===== src/rtl/apb_tx.sv =====
// APB requester: turns a valid/ready command stream into APB SETUP/ACCESS transfers.
// Optional ACCESS-phase wait timeout enabled by defining APB_TX_TIMEOUT_EN.
module apb_tx #(
  parameter int          DATA_BW     = 8,
  parameter int          ADDR_BW     = 8,
  parameter int unsigned TIMEOUT_CYC = 16
) (
  input  logic               clk,
  input  logic               rst,
  input  logic               cmd_valid,
  output logic               cmd_ready,
  input  logic               cmd_write,
  input  logic [ADDR_BW-1:0] cmd_addr,
  input  logic [DATA_BW-1:0] cmd_wdata,
  output logic               rsp_valid,
  output logic [DATA_BW-1:0] rsp_rdata,
  output logic               rsp_err,
  output logic               psel,
  output logic               penable,
  output logic               pwrite,
  output logic [ADDR_BW-1:0] paddr,
  output logic [DATA_BW-1:0] pwdata,
  input  logic [DATA_BW-1:0] prdata,
  input  logic               pready,
  input  logic               pslverr
);

  typedef enum logic [1:0] {
    ST_IDLE   = 2'd0,
    ST_SETUP  = 2'd1,
    ST_ACCESS = 2'd2
  } state_t;

  state_t             state_r, next_state_s;
  logic               psel_r, penable_r, pwrite_r;
  logic [ADDR_BW-1:0] paddr_r;
  logic [DATA_BW-1:0] pwdata_r, rsp_rdata_r;
  logic               rsp_valid_r, rsp_err_r;
  logic               cmd_ready_s, accept_s, complete_s, timeout_s;

  if (TIMEOUT_CYC == 0) begin : g_bad_timeout_cfg
    $error("apb_tx: TIMEOUT_CYC must be at least 1");
  end

`ifdef APB_TX_TIMEOUT_EN
  localparam int CNT_W = $clog2(TIMEOUT_CYC + 1);
  logic [CNT_W-1:0] wait_cnt_r;

  // ACCESS wait counter: cleared while in SETUP, counts pready-low ACCESS cycles
  always_ff @(posedge clk) begin
    if (rst) begin
      wait_cnt_r <= '0;
    end else if (state_r == ST_SETUP) begin
      wait_cnt_r <= '0;
    end else if ((state_r == ST_ACCESS) && !pready) begin
      wait_cnt_r <= wait_cnt_r + 1'b1;
    end else begin
      wait_cnt_r <= wait_cnt_r;
    end
  end

  assign timeout_s = (state_r == ST_ACCESS) && !pready &&
                     (wait_cnt_r == CNT_W'(TIMEOUT_CYC - 1));
`else
  assign timeout_s = 1'b0;
`endif

  assign complete_s = (state_r == ST_ACCESS) && pready;
  assign accept_s   = cmd_valid && cmd_ready_s && !rst;

  // Ready decode and next-state logic; ready also stays high through reset
  always_comb begin
    cmd_ready_s  = 1'b0;
    next_state_s = state_r;
    if (rst || (state_r == ST_IDLE) || (complete_s && !timeout_s)) begin
      cmd_ready_s = 1'b1;
    end else begin
      cmd_ready_s = 1'b0;
    end
    case (state_r)
      ST_IDLE: begin
        if (accept_s) next_state_s = ST_SETUP;
        else          next_state_s = ST_IDLE;
      end
      ST_SETUP: next_state_s = ST_ACCESS;
      ST_ACCESS: begin
        if (pready) begin
          if (accept_s) next_state_s = ST_SETUP;
          else          next_state_s = ST_IDLE;
        end else if (timeout_s) begin
          next_state_s = ST_IDLE;
        end else begin
          next_state_s = ST_ACCESS;
        end
      end
      default: next_state_s = ST_IDLE;
    endcase
  end

  // State, APB outputs (decoded from next state) and response registers
  always_ff @(posedge clk) begin
    if (rst) begin
      state_r     <= ST_IDLE;
      psel_r      <= 1'b0;
      penable_r   <= 1'b0;
      pwrite_r    <= 1'b0;
      paddr_r     <= '0;
      pwdata_r    <= '0;
      rsp_valid_r <= 1'b0;
      rsp_rdata_r <= '0;
      rsp_err_r   <= 1'b0;
    end else begin
      state_r     <= next_state_s;
      psel_r      <= (next_state_s == ST_SETUP) || (next_state_s == ST_ACCESS);
      penable_r   <= (next_state_s == ST_ACCESS);
      rsp_valid_r <= complete_s || timeout_s;
      if (accept_s) begin
        pwrite_r <= cmd_write;
        paddr_r  <= cmd_addr;
        pwdata_r <= cmd_wdata;
      end else begin
        pwrite_r <= pwrite_r;
        paddr_r  <= paddr_r;
        pwdata_r <= pwdata_r;
      end
      if (complete_s) begin
        rsp_err_r <= pslverr;
      end else begin
        rsp_err_r <= timeout_s;
      end
      // Write completions and timeouts leave the last read data untouched
      if (complete_s && !pwrite_r) begin
        rsp_rdata_r <= prdata;
      end else begin
        rsp_rdata_r <= rsp_rdata_r;
      end
    end
  end

  assign cmd_ready = cmd_ready_s;
  assign psel      = psel_r;
  assign penable   = penable_r;
  assign pwrite    = pwrite_r;
  assign paddr     = paddr_r;
  assign pwdata    = pwdata_r;
  assign rsp_valid = rsp_valid_r;
  assign rsp_rdata = rsp_rdata_r;
  assign rsp_err   = rsp_err_r;

endmodule


===== config.mk =====
export PLATFORM = sky130hd
export DESIGN_NAME = apb_tx
export DESIGN_NICKNAME = d
export VERILOG_FILES = /design/src/rtl/apb_tx.sv
export SDC_FILE = /design/constraint.sdc
export NUM_CORES = 1
export LEC_CHECK = 0
export ABC_AREA = 1
export CAP_MARGIN = 10
export CORE_MARGIN = 1.5
export CORE_UTILIZATION = 32
export CTS_CLUSTER_SIZE = 16
export DETAILED_ROUTE_END_ITERATION = 7
export PLACE_DENSITY = 0.75
export SYNTH_ARGS = -nofsm -noshare
export SYNTH_HDL_FRONTEND = slang
export SYNTH_SLANG_ARGS = --single-unit
export TNS_END_PERCENT = 100

===== constraint.sdc =====
create_clock -name clk -period 2.3 [get_ports clk]
set_clock_uncertainty 0.1 [all_clocks]
set_input_delay 0.23 -clock clk [delete_from_list [all_inputs] [get_ports clk]]
set_output_delay 0.23 -clock clk [all_outputs]
set_load 0.01 [all_outputs]

==> impl_results.md <==
- Vias: 1,253
- Num rows: 23
- Final min period: between 1.5 and 2 ns
- Family with the most delay on the worst path: buffers and inverters
- Status: complete, no violations
- Fin crit share: roughly 83%
- CTS tree: yes
- Worst path bufs/invs: 3
- Pwr Total: ~1.4 mW
- RD Place Congestion: 0.690
- Max Cap Viol: 0
- Cell breakdown of the critical path: clkdlybuf4s50_1, clkinv_1, nand2_1, clkdlybuf4s50_1
- #FFs+latches synth: 31
- Post-CTS Setup Inserts: 0
- Worst hold slack: 0.384 ns
- Internal power: between 1 and 1.5 mW
- Slew @ Worst Pin: roughly 0.46 ns
- Startpoint Class: input pin
- Layout cell share with drive strength beyond 1: under 10%
- Mapped cell area: roughly 0.0013 mm^2
- Met3 WL: between 200 and 300 um
- Fin area: between 0.002 and 0.0025 mm^2
- Top-area cell type share of the netlist area: ~48%
- Layout net count: 280
- Drt wl/cell: approximately 10 um
- DP HPWL: 2150 um
- Combinational Power Share: 16.9%
- F_max: around 520 MHz
- Initial antenna violation count: 0
- RSZ-0062 raised after global routing: false
- Mean number of vias per cell: around 4.2
- Sw Ratio: 23.4%
- # fillers: about 380
- Final wirelength: about 3000 um
- Ports: 60
- Sequential group share of total power: 43.0%
- Hold WC Path Type: register to register
- Pins Over Slew Limit: 0
- Post-synthesis sequential area ratio: a little under half
- Die area: 0.00446 mm^2
- Final std cells w/o fill: 300
- Leak Pwr: about 0.92 nW
- Max VDD drop: 0.449 mV
- Largest cells by area after synthesis: dfxtp_1 48%, nand2_1 12%, nor2_1 11%
- Crit-path most repeated cell: clkdlybuf4s50_1
- First-pass GRT wire length: ~4700 um
- Most common cell after layout, fill and taps aside: clkdlybuf4s50_1
- Vias in the first global route: around 1,100
- Pwr dens: roughly 660 mW/mm^2
- Worst-path maximum fanout: 4
- Setup Slack @ Placement: approximately 0.31 ns
- CTS resizes: 0
- Critical path endpoint category: primary output
- Crit path kind: input pin to primary output
- TritonCTS Sinks: 31
- Max layer used: met4
- Cell count after placement: slightly below 300
- CTS max path bufs: 2
- Setup_tns: 0 ns
- Worst Path Required: roughly 2 ns
- Hold Fails Final Rpt: 0
- Clk_lat worst skew: 0.28 ns
- Final core occ: 52.6%
- GR Overflow Total: 0
- Slew margin rel.: 69.5%
- Cts hold-fix bufs: 0
- Initial core utilization: 33.0%
- Placed cell area: between 0.0015 and 0.002 mm^2
- # diodes: 0
- Area growth syn-to-layout: 59.1%
- Port buffer count: 59
- Met1 WL: between 1000 and 1500 um
- Overall die width: between 60 and 70 um
- CP Data Arrival Time: between 1.5 and 2 ns
- CORE AREA: roughly 0.0039 mm^2
- Final worst slack: 0.393 ns
- Drc violations: 0
- # setup viols final: 0
- DRT iter0 DRCs: 36
- Net Count, Synth: around 220
- Clock root cell: clkbuf_8
- CTS clock-pin slew for the worst setup and hold paths: ~0.07 ns
- CP max stage delay: around 0.58 ns
- Initial DRT Pass Iterations: 3
- Cells after Synth: 184
- Cell taking the most area after synthesis: dfxtp_1
- CTS Buf Count: 5
- Clk pwr share: 40.2%
- Largest net degree at the start of global routing: 20
- CP max-delay cell: clkdlybuf4s50_1
- GR Util All Layers: around 14%
- Most frequent cells in the layout: 59 x clkdlybuf4s50_1, 43 x nand2_1, 37 x nor2_1
- Library cells used by synthesis: 19
- Die Ht: about 67 um
- DR WL met2: around 1300 um
- Synth warn: 0
- DRT antenna net count: 0
- H-tree depth reported by CTS: 2
- Mapped Avg Cell Area: 7.08 um^2
- Sw Pwr: 320 uW
[tightest hold or removal path, stage by stage (launching register included)]
cell	delay (ns)
dfxtp_1	0.33
nor2_1	0.05
nor2_1	0.08
[synth_stat cells, drive strengths merged]
cell and instances:
ha 1, dfxtp 31, o21ai 1, nand3 18
inv 29, nand4 8, nand2 44, nor3b 1
clkinv 2, a21oi 2, nor2 41, clkbuf 2
buf 4
[kinds of logic (layout without fill, tap and decap cells)]
logic type	after synthesis	after routing	synth area share, %
simple gates	112	112	38.3
buf+inv	37	103	11.9
flops	31	31	47.6
compound gates	3	3	1.15
fa+ha+maj	1	1	0.960
[final cells by class]
type | instances | area (um^2) | area share (%)
Clock buffer | 6 | 82.6 | 3.99
Clock inverter | 2 | 35.0 | 1.69
Inverter | 31 | 116 | 5.62
Multi-Input combinational cell | 116 | 527 | 25.4
Sequential cell | 31 | 621 | 30.0
Tap cell | 50 | 62.6 | 3.02
Timing Repair Buffer | 64 | 628 | 30.3
[sequential cells by signal (all words and copies together), names as in the netlist]
signal / flops
pwdata: 8
rsp_err: 1
state_r: 2
rsp_rdata: 8
paddr: 8
psel: 1
penable: 1
pwrite: 1
rsp_valid: 1
[per-layer routing]
metal	vias up	GRT usage, %
met5	-	0
met4	0	6.12
met3	6	6.42
met2	41	25.3
met1	520	14.3
li1	686	-
[power groups by stage]
stage	clock [mW]	combinational, mW	sequential (mW)
2_1_floorplan	0	0.0877	0.615
5_1_grt	0.593	0.256	0.594
6_report	0.551	0.232	0.589
4_1_cts	0.567	0.235	0.590
3_3_place_gp	0	0.232	0.601
3_5_place_dp	0	0.234	0.602
[worst paths after layout]
| check | start | end | slack [ns] | depth (start not counted) |
|---|---|---|---|---|
| setup / recovery | rst | cmd_ready | 0.39 | 4 |
| hold / removal | rsp_rdata[7]$_SDFFE_PP0P_ | rsp_rdata[7]$_SDFFE_PP0P_ | 0.38 | 2 |
| setup reg to reg | state_r[1]$_SDFF_PP0_ | psel$_SDFF_PP0_ | 0.99 | 6 |
| hold reg to reg | rsp_rdata[7]$_SDFFE_PP0P_ | rsp_rdata[7]$_SDFFE_PP0P_ | 0.38 | 2 |
Power figures use the tool's default switching activity.
